### src/rtl/apb_gpio_pkg.sv
// Shared constants for the APB GPIO block: register offsets, IRQ polarity reset
// value and the address helper used by the register decode.
package apb_gpio_pkg;

    localparam logic [4:0] OFF_DATA_OUT = 5'h00;
    localparam logic [4:0] OFF_SET      = 5'h04;
    localparam logic [4:0] OFF_CLR      = 5'h08;
    localparam logic [4:0] OFF_DATA_IN  = 5'h0C;
    localparam logic [4:0] OFF_DIR      = 5'h10;
    localparam logic [4:0] OFF_IRQ_EN   = 5'h14;
    localparam logic [4:0] OFF_IRQ_STAT = 5'h18;
    localparam logic [4:0] OFF_IRQ_POL  = 5'h1C;

    // All pins default to rising-edge interrupts.
    localparam logic [31:0] IRQ_POL_RST = 32'hFFFF_FFFF;

    // Byte address to word-aligned register offset.
    function automatic logic [4:0] word_addr(input logic [4:0] paddr);
        return paddr & 5'b11100;
    endfunction

endpackage

### src/rtl/apb_gpio_if.sv
// APB slave-side bus bundle for apb_gpio (no PREADY/PSLVERR: zero wait states).
interface apb_gpio_if;

    logic        PSEL;
    logic        PENABLE;
    logic        PWRITE;
    logic [4:0]  PADDR;
    logic [31:0] PWDATA;
    logic [31:0] PRDATA;

    modport master (
        output PSEL, PENABLE, PWRITE, PADDR, PWDATA,
        input  PRDATA
    );

    modport slave (
        input  PSEL, PENABLE, PWRITE, PADDR, PWDATA,
        output PRDATA
    );

endinterface

### src/rtl/gpio_sync.sv
// WIDTH x STAGES flop-chain synchroniser for asynchronous pin inputs; q is the
// last stage. Chain clears asynchronously on nRESET.
module gpio_sync #(
    parameter int WIDTH  = 32,
    parameter int STAGES = 2
) (
    input  logic             PCLK,
    input  logic             nRESET,
    input  logic [WIDTH-1:0] d,
    output logic [WIDTH-1:0] q
);

    logic [STAGES-1:0][WIDTH-1:0] chain;

    always_ff @(posedge PCLK or negedge nRESET) begin
        if (!nRESET) chain <= '0;
        else         chain <= {chain[STAGES-2:0], d};
    end

    assign q = chain[STAGES-1];

endmodule

### src/rtl/apb_gpio.sv
// APB GPIO: output data/direction registers, synchronised input readback and,
// when APB_GPIO_IRQ_EN is defined, per-pin edge interrupts with polarity select.
module apb_gpio
    import apb_gpio_pkg::*;
#(
    parameter int               WIDTH       = 32,
    parameter logic [WIDTH-1:0] RESET_VALUE = '0,
    parameter int               SYNC_STAGES = 2
) (
    input  logic             PCLK,
    input  logic             nRESET,
    apb_gpio_if.slave        bus,
    output logic [WIDTH-1:0] outport,
    output logic [WIDTH-1:0] oe,
    input  logic [WIDTH-1:0] inport,
    output logic             irq
);

    logic             wr_en;
    logic [4:0]       waddr;
    logic [WIDTH-1:0] wdata;
    logic [WIDTH-1:0] data_out;
    logic [WIDTH-1:0] dir;
    logic [WIDTH-1:0] sync_in;
    logic [31:0]      rdata;
    logic             unused_ok;

    assign wr_en = bus.PSEL & bus.PENABLE & bus.PWRITE;
    assign waddr = word_addr(bus.PADDR);
    assign wdata = bus.PWDATA[WIDTH-1:0];

    // PWDATA bits above WIDTH are intentionally dropped.
    assign unused_ok = &{1'b0, bus.PWDATA};

    gpio_sync #(
        .WIDTH  (WIDTH),
        .STAGES (SYNC_STAGES)
    ) u_sync (
        .PCLK   (PCLK),
        .nRESET (nRESET),
        .d      (inport),
        .q      (sync_in)
    );

    always_ff @(posedge PCLK or negedge nRESET) begin
        if (!nRESET) begin
            data_out <= RESET_VALUE;
        end else if (wr_en) begin
            case (waddr)
                OFF_DATA_OUT: data_out <= wdata;
                OFF_SET:      data_out <= data_out | wdata;
                OFF_CLR:      data_out <= data_out & ~wdata;
                default:      ;
            endcase
        end
    end

    always_ff @(posedge PCLK or negedge nRESET) begin
        if (!nRESET)                         dir <= '0;
        else if (wr_en && waddr == OFF_DIR)  dir <= wdata;
    end

`ifdef APB_GPIO_IRQ_EN
    logic [WIDTH-1:0] irq_en;
    logic [WIDTH-1:0] irq_stat;
    logic [WIDTH-1:0] irq_pol;
    logic [WIDTH-1:0] prev;
    logic [WIDTH-1:0] evt;
    logic [WIDTH-1:0] stat_clr;

    // An event needs a real change of the synchronised pin; a polarity write
    // alone never matches because sync == prev.
    assign evt      = (sync_in ^ prev) & ~(sync_in ^ irq_pol);
    assign stat_clr = (wr_en && waddr == OFF_IRQ_STAT) ? wdata : '0;

    always_ff @(posedge PCLK or negedge nRESET) begin
        if (!nRESET) begin
            prev     <= '0;
            irq_en   <= '0;
            irq_pol  <= IRQ_POL_RST[WIDTH-1:0];
            irq_stat <= '0;
        end else begin
            prev     <= sync_in;
            // Set has priority over a coincident W1C.
            irq_stat <= (irq_stat & ~stat_clr) | evt;
            if (wr_en && waddr == OFF_IRQ_EN)  irq_en  <= wdata;
            if (wr_en && waddr == OFF_IRQ_POL) irq_pol <= wdata;
        end
    end

    assign irq = |(irq_stat & irq_en);
`else
    assign irq = 1'b0;
`endif

    always_comb begin
        rdata = '0;
        case (waddr)
            OFF_DATA_OUT: rdata[WIDTH-1:0] = data_out;
            OFF_DATA_IN:  rdata[WIDTH-1:0] = sync_in;
            OFF_DIR:      rdata[WIDTH-1:0] = dir;
`ifdef APB_GPIO_IRQ_EN
            OFF_IRQ_EN:   rdata[WIDTH-1:0] = irq_en;
            OFF_IRQ_STAT: rdata[WIDTH-1:0] = irq_stat;
            OFF_IRQ_POL:  rdata[WIDTH-1:0] = irq_pol;
`endif
            default:      ;
        endcase
    end

    assign bus.PRDATA = rdata;
    assign outport    = data_out;
    assign oe         = dir;

endmodule
### src/flat_wrapper.sv
// flat-port wrapper written by rule: the top's interface ports become plain ports
module apb_gpio_flat import apb_gpio_pkg::*;
#(
    parameter int               WIDTH       = 32,
    parameter logic [WIDTH-1:0] RESET_VALUE = '0,
    parameter int               SYNC_STAGES = 2
)
  (PCLK, nRESET, outport, oe, inport, irq, bus_PSEL, bus_PENABLE, bus_PWRITE, bus_PADDR, bus_PWDATA, bus_PRDATA);
  apb_gpio_if bus_i ();
  input  logic PCLK;
  input  logic nRESET;
  output logic [WIDTH-1:0] outport;
  output logic [WIDTH-1:0] oe;
  input  logic [WIDTH-1:0] inport;
  output logic irq;
  input wire logic [$bits(bus_i.PSEL)-1:0] bus_PSEL;
  input wire logic [$bits(bus_i.PENABLE)-1:0] bus_PENABLE;
  input wire logic [$bits(bus_i.PWRITE)-1:0] bus_PWRITE;
  input wire logic [$bits(bus_i.PADDR)-1:0] bus_PADDR;
  input wire logic [$bits(bus_i.PWDATA)-1:0] bus_PWDATA;
  output wire logic [$bits(bus_i.PRDATA)-1:0] bus_PRDATA;
  assign bus_i.PSEL = bus_PSEL;
  assign bus_i.PENABLE = bus_PENABLE;
  assign bus_i.PWRITE = bus_PWRITE;
  assign bus_i.PADDR = bus_PADDR;
  assign bus_i.PWDATA = bus_PWDATA;
  assign bus_PRDATA = bus_i.PRDATA;
  apb_gpio #(.WIDTH(WIDTH), .RESET_VALUE(RESET_VALUE), .SYNC_STAGES(SYNC_STAGES)) u_core (.PCLK(PCLK), .nRESET(nRESET), .bus(bus_i), .outport(outport), .oe(oe), .inport(inport), .irq(irq));
endmodule
### config.mk
export PLATFORM = sky130hd
export DESIGN_NAME = apb_gpio_flat
export DESIGN_NICKNAME = d
export VERILOG_FILES = /design/src/rtl/apb_gpio_pkg.sv /design/src/rtl/apb_gpio_if.sv /design/src/rtl/gpio_sync.sv /design/src/rtl/apb_gpio.sv /design/src/flat_wrapper.sv
export SDC_FILE = /design/constraint.sdc
export NUM_CORES = 1
export LEC_CHECK = 0
export ABC_CLOCK_PERIOD_IN_PS = 1650
export CAP_MARGIN = 5
export CORE_MARGIN = 2
export CORE_UTILIZATION = 48
export CTS_BUF_LIST = sky130_fd_sc_hd__clkbuf_8
export DETAILED_ROUTE_END_ITERATION = 7
export GPL_ROUTABILITY_DRIVEN = 0
export PLACE_DENSITY = 0.91
export SETUP_SLACK_MARGIN = 0.2
export SLEW_MARGIN = 5
export SYNTH_ARGS = -nofsm -noshare
export SYNTH_HDL_FRONTEND = slang
export SYNTH_SLANG_ARGS = --single-unit
### constraint.sdc
create_clock -name PCLK -period 1.65 [get_ports PCLK]
set_clock_uncertainty 0.2 [all_clocks]
set_input_delay 0.33 -clock PCLK [delete_from_list [all_inputs] [get_ports PCLK]]
set_output_delay 0.33 -clock PCLK [all_outputs]
set_load 0.02 [all_outputs]
==> results of run 1 <==
## Yosys cell counts (all sizes together)
cell     count
dfrtp      128
inv         32
mux2        32
mux2i       32
nor2b       32
o21ai       32
o2bb2ai     32
o31ai       32
clkbuf      15
buf         13
nor2         2
or2          2
conb         1
nand2        1
nand4        1
nand4b       1
## through the flow
stage | setup WS (ns) | setup TNS, ns
2_1_floorplan | -0.0504 | -2.91
3_5_place_dp | -1.09 | -67.60
3_3_place_gp | -1.01 | -65.08
4_1_cts | -0.267 | -6.76
## cells by family after synthesis
logic type             count (synthesis)
other                                  1
and+or+nand+nor                       39
DFF                                  128
AOI/OAI and AO/OA                     96
muxes                                 64
buffers and inverters                 60
## repair_timing
action	CTS
gates cloned	9
setup buffers	28
endpoints found under the setup margin	160
hold buffers	1
pin swaps	45
gates resized for setup	754
hold endpoints to repair	128
==> run metrics, run 1 <==
TritonCTS Sinks 128; H-Tree Depth 4; Syn Nets 462; Synth Area in Adders 0; IO buf count 167; error msg [ERROR DPL-0038] Utilization greater than 100%, impossible to legalize; post-synthesis mux area share 0.151; Cell Count Post-Placement 764; number of synthesized register bits 128; synthesized area per cell 13.5 sq um; worst setup endpoint GRT bus_PRDATA[6]; I/O pins 171; post-synth cell types 22; Synth Instances 388; CTS max path bufs 2; largest cells by area after synthesis dfrtp_1 (61%), mux2_4 (8.6%), mux2i_1 (6.1%); worst_ep kind top-level output; post-synth top area share 0.610; Synth Area in Simple Gates 0.0515; register area share after synthesis 0.610; area of the mapped netlist 0.00525 sq mm; Core Rows 38; Exit stage 5_1_grt; post-synthesis compound-gate area fraction 0.130; chip height 109 microns; Synth Area in XOR/XNOR 0; largest family of logic cells by synthesized area multiplexers; die width 109 microns; Yosys Warn Count 0; root buffer cell clkbuf_8; Placement Cell Area 0.00836 sq mm; Initial Util 0.489; status did not finish; largest net degree at the start of global routing 41; half-perimeter wire length after placement 11.8 mm; Synth area leader dfrtp_1; CTS Buf Count 17
==> run 2: changes to the inputs <==
--- a/config.mk
+++ b/config.mk
@@ -8,12 +8,10 @@
 export ABC_CLOCK_PERIOD_IN_PS = 1650
 export CAP_MARGIN = 5
 export CORE_MARGIN = 2
-export CORE_UTILIZATION = 48
-export CTS_BUF_LIST = sky130_fd_sc_hd__clkbuf_8
+export CORE_UTILIZATION = 35
 export DETAILED_ROUTE_END_ITERATION = 7
 export GPL_ROUTABILITY_DRIVEN = 0
-export PLACE_DENSITY = 0.91
-export SETUP_SLACK_MARGIN = 0.2
+export PLACE_DENSITY_LB_ADDON = 0.15
 export SLEW_MARGIN = 5
 export SYNTH_ARGS = -nofsm -noshare
 export SYNTH_HDL_FRONTEND = slang
==> run 2 against run 1 <==
Net effect:
- the flow now finishes, with violations (setup timing)
- synthesized area unchanged
- synthesized cell count unchanged
==> run metrics, run 2 <==
status finished, violations left; violated checks setup timing; die area 0.0160 sq mm; CTS max path bufs 2; Fill cells 1049; core footprint 0.0146 sq mm; type of origin of the critical path flop; Core Rows 44; Cell Count Post-Placement 812; Worst-path clk slew 0.06 ns; CTS tree built; initial antenna violation count 0; critical path, cell by cell mux2i_2, buf_4, o2bb2ai_4, buf_6; Leak Pwr 4.28 nW; Slowest-stage cell, CP dfrtp_1; post-route ant nets 0; Setup TNS -4.29 ns; synthesized area per cell 13.5 sq um; Initial Util 0.360; Max Transition Viols Final 0; Vias/cell 4.81; Syn Nets 462; Post-synth ARST share 1.00; Synth Instances 388; Synth area leader dfrtp_1; I/O pins 171; Area growth syn-to-layout 83.3%; post-synth cell types 22; register area share after synthesis 0.610; max cap viols 0; TritonCTS Sinks 128; final setup vio count 32; multi-input logic area 0.00252 sq mm; worst setup margin -0.260 ns; most common cell after layout, fill and taps aside buf_6; commonest cells after routing, fill and taps aside buf_6 (134), dfrtp_1 (128), clkdlybuf4s50_1 (64); initial DRC count 202; root buffer cell clkbuf_16; number of synthesized register bits 128; final wirelength 16.3 mm; Hold WC Path Type primary input to async pin; chip height 127 microns; net count reported at finish 733; Power Total 11.1 mW; gr ovfl total 0; RSZ-0062 raised after global routing yes; half-perimeter wire length after placement 11.2 mm; drt wl/cell 19.0 microns; Final Cell Area 0.00963 sq mm; Vias 4119; largest net degree at the start of global routing 66; H-Tree Depth 4; Global Route Usage Sum 0.211; area of the mapped netlist 0.00525 sq mm; crit path max fanout 2; Crit path required time 1.12 ns; number of synthesized flops with an enable pin 0; post-synth top area share 0.610; largest cells by area after synthesis dfrtp_1 (61%), mux2_4 (8.6%), mux2i_1 (6.1%); most frequent cell after synthesis dfrtp_1; post-layout min period 1.91 ns; Critical Path AT 1.38 ns; VDD IR max 713 uV; fin util 0.660; PD cells 1150 mW/mm^2; CP Class flop to output port; Max Freq 0.524 GHz; worst hold margin 0.0571 ns; Layout Cells excl Fill 856; DRC Markers 0; layout cells sized above 1 0.499; Critical Path Sink Type output port; IO buf count 167; number of global-route vias before repair 4551; die width 127 microns; antenna cell count 0; Yosys Warn Count 0; Register Area 0.00320 sq mm; Critical Path Max Stage Delay 0.39 ns; Tcrit/Tclk final 1.16; pre-CTS setup slack -1.08 ns; Post-synth top flop dfrtp_1; CTS Buf Count 17; Hold Violations, Final 0; Detailed Routing Iterations Pass 1 4; Placement Cell Area 0.00845 sq mm; clock latency on the worst-skew pair 0.41 ns; first-pass GRT wire length 25.6 mm
-- run 2: cell counts after synthesis --
No cell type changed its count.
-- run 2: worst paths after layout --
| kind | from | end | slack (ns) | depth (start not counted) |
|---|---|---|---|---|
| max in group asynchronous | nRESET | u_core.u_sync.chain[9]$_DFF_PN0_ | 0.66 | 3 |
| max | u_core.outport[8]$_DFFE_PN0P_ | bus_PRDATA[8] | -0.26 | 4 |
| min | nRESET | u_core.oe[6]$_DFFE_PN0P_ | 0.06 | 2 |
| min in group PCLK | u_core.u_sync.chain[1]$_DFF_PN0_ | u_core.u_sync.q[1]$_DFF_PN0_ | 0.14 | 0 |
| max reg2reg | u_core.oe[20]$_DFFE_PN0P_ | u_core.oe[20]$_DFFE_PN0P_ | 0.43 | 3 |
| min reg2reg | u_core.u_sync.chain[1]$_DFF_PN0_ | u_core.u_sync.q[1]$_DFF_PN0_ | 0.14 | 0 |
-- run 2: worst max-delay path, delay by kind of cell (launching register included) --
family	cells	cell delay [ns]
multiplexers	1	0.22
buffers and inverters	2	0.30
flip-flops	1	0.39
AO/OA/AOI/OAI	1	0.06
-- run 2: report_power, final --
group	switching [mW]	internal, mW	total (mW)
clock	1.46	1.94	3.40
sequential	0.346	3.55	3.90
combinational	1.63	2.13	3.76
total	3.44	7.62	11.1
-- run 2: logic make-up (layout without fill, tap and decap cells) --
logic type             Yosys count  in the layout  synth area share
other                            1              1          0.000714
AOI/OAI and AO/OA               96             96             0.130
and+or+nand+nor                 39             39            0.0515
buffers and inverters           60            344            0.0574
DFF                            128            128             0.610
muxes                           64             64             0.151
-- run 2: final cells by class --
class / count / share of cell area
clock inverters: 14 / 0.0114
inverters: 32 / 0.0125
multi-input cells: 200 / 0.262
flip-flops and latches: 128 / 0.333
repair buffers: 280 / 0.313
well taps: 184 / 0.0239
clock buffers: 18 / 0.0446
-- run 2: routing by layer --
layer	vias to the layer above	GRT usage	wire (microns)
li1	1906	-	-
met1	2074	0.273	7010
met2	118	0.338	8030
met3	21	0.0662	958
met4	0	0.0679	272
met5	-	0	0
-- run 2: what timing repair did --
item	in CTS	in global routing
hold buffers	1	0
gates cloned	1	0
setup endpoints to repair	128	94
gates resized for setup	566	124
endpoints found under the hold margin	128	0
setup buffers	9	27
pin swaps	28	12
Power figures use the tool's default switching activity.
==> run 3: changes to the inputs <==
--- a/config.mk
+++ b/config.mk
@@ -10,6 +10,7 @@
 export CORE_MARGIN = 2
 export CORE_UTILIZATION = 35
 export DETAILED_ROUTE_END_ITERATION = 7
+export DONT_BUFFER_PORTS = 1
 export GPL_ROUTABILITY_DRIVEN = 0
 export PLACE_DENSITY_LB_ADDON = 0.15
 export SLEW_MARGIN = 5
==> run 3 against run 2 <==
Net effect:
- the run ends with hold timing, setup timing left
- non-clock buffer count down 122
- combinational power fell by 32%
- final cell count shrank 14%
- worst hold slack got worse by 0.65 ns
- global-route usage shrank 1.8 points
- critical path type unchanged
- utilization fell by 9.1 points
- largest power group unchanged
- wire length down 9.1%
- maximum frequency up 5.3%
- via count is 11% lower
- critical path depth is 1 lower
- setup slack gained 0.096 ns
==> run metrics, run 3 (synthesized netlist as in run 2, its figures left out) <==
status finished, violations left; violated checks hold timing, setup timing; initial DRC count 129; chip height 127 microns; post-layout min period 1.81 ns; Core Rows 44; Setup TNS -1.38 ns; worst hold margin -0.597 ns; sw power 3.14 mW; half-perimeter wire length after placement 9.17 mm; drt wl/cell 20.2 microns; Initial Util 0.360; Detailed Routing Iterations Pass 1 4; max cap viols 0; RSZ-0062 raised after global routing yes; Comb pwr share 0.249; initial antenna violation count 0; clock power share 0.365; first-pass GRT wire length 23.1 mm; Vias 3662; Sequential Power Share 0.386; largest net degree at the start of global routing 129; root buffer cell clkbuf_16; Max Transition Viols Final 0; Tcrit/Tclk final 1.10; die area 0.0160 sq mm; Internal 7.11 mW; clock latency on the worst-skew pair 0.42 ns; die width 127 microns; most common cell after layout, fill and taps aside dfrtp_1; Critical Path Sink Type output port; Global Route Usage Sum 0.193; Worst-path clk slew 0.06 ns; core footprint 0.0146 sq mm; Hold WC Path Type primary input to async pin; Area growth syn-to-layout 57.9%; Sw Share 0.306; Critical Path AT 1.28 ns; gr ovfl total 0; Hold Violations, Final 128; Vias/cell 4.99; Leak Pwr 3.54 nW; hold_buf cts 67; layout cells sized above 1 0.416; number of global-route vias before repair 4024; antenna cell count 0; CTS Buf Count 17; DRC Markers 0; Max Freq 0.551 GHz; commonest cells after routing, fill and taps aside dfrtp_1 (119), dlygate4sd3_1 (65), buf_4 (61); H-Tree Depth 4; IO buf count 0; type of origin of the critical path flop; post-route ant nets 0; net count reported at finish 611; fin util 0.568; CTS max path bufs 2; Crit path required time 1.12 ns; final wirelength 14.8 mm; TritonCTS Sinks 128; VDD IR max 734 uV; worst setup margin -0.164 ns; I/O pins 171; CTS tree built; Fill cells 1166; crit path max fanout 2; final setup vio count 32; PD cells 1240 mW/mm^2; CP Class flop to output port
## run 3: changes by cell type in the layout (fill, tap and decap cells not counted), moves of 9 or more
| cell | previous run | this run |
|---|---|---|
| dfrtp_2 | 0 | 9 |
| buf_6 | 134 | 19 |
| clkdlybuf4s50_1 | 64 | 0 |
| dfrtp_1 | 128 | 119 |
| dlygate4sd3_1 | 1 | 65 |
## run 3: repair_timing
| item | in CTS | in global routing |
|---|---|---|
| gates resized for setup | 53 | 19 |
| hold endpoints to repair | 224 | 128 |
| buffers inserted | 13 | 3 |
| pin swaps | 30 | 0 |
| endpoints found under the setup margin | 32 | 43 |
## run 3: worst max-delay path, stage by stage, from the launching register on
cell       delay [ns]
dfrtp_1          0.39
mux2i_2          0.22
buf_4            0.17
o2bb2ai_4        0.09
## run 3: layer usage
| layer | wire length (microns) | part of all wire | track usage |
|---|---|---|---|
| met3 | 995 | 0.067 | 0.0721 |
| met5 | 0 | 0 | 0 |
| met4 | 266 | 0.018 | 0.0802 |
| met2 | 7710 | 0.52 | 0.326 |
| met1 | 5820 | 0.39 | 0.221 |
## run 3: layout make-up
type	count	area, sq um	share of cell area
clock buffer	18	429	0.0518
clock inverter	14	160	0.0193
inverter	32	120	0.0145
multi-input combinational	200	2560	0.308
sequential	128	3210	0.388
tap	184	230	0.0278
timing repair buffer	158	1580	0.191
## run 3: stage by stage
stage / hold slack, ns / setup WS (ns) / area (sq um) / power (mW) / cells
after floorplan: -0.166 / -0.0504 / 5890 / 5.25 / 388
after global placement: -0.161 / -0.0165 / 6580 / 5.91 / 619
after detailed placement: -0.161 / -0.0279 / 6580 / 5.96 / 619
after CTS: -0.617 / -0.184 / 8190 / 10.2 / 731
after global routing: -0.620 / -0.193 / 8290 / 10.7 / 734
final: -0.597 / -0.164 / 8290 / 10.3 / 734
## run 3: path summary, 6_finish.rpt
kind,startpoint,to,slack [ns],cells after the start
hold / removal,nRESET,u_core.outport[5]$_DFFE_PN0P_,-0.60,0
setup reg to reg,u_core.oe[25]$_DFFE_PN0P_,u_core.oe[25]$_DFFE_PN0P_,0.41,3
min in group PCLK,bus_PADDR[3],u_core.outport[31]$_DFFE_PN0P_,0.02,3
hold reg to reg,u_core.u_sync.chain[16]$_DFF_PN0_,u_core.u_sync.q[16]$_DFF_PN0_,0.15,0
setup / recovery,u_core.outport[7]$_DFFE_PN0P_,bus_PRDATA[7],-0.16,3
max in group asynchronous,nRESET,u_core.outport[16]$_DFFE_PN0P_,1.71,0
## run 3: power by group through the flow
stage / clock (mW) / sequential [mW] / combinational (mW)
floorplan: 0 / 4.28 / 0.973
global placement: 0 / 3.88 / 2.03
detailed placement: 0 / 3.90 / 2.06
CTS: 3.82 / 3.95 / 2.47
global route: 3.94 / 4.01 / 2.70
finish: 3.74 / 3.96 / 2.55
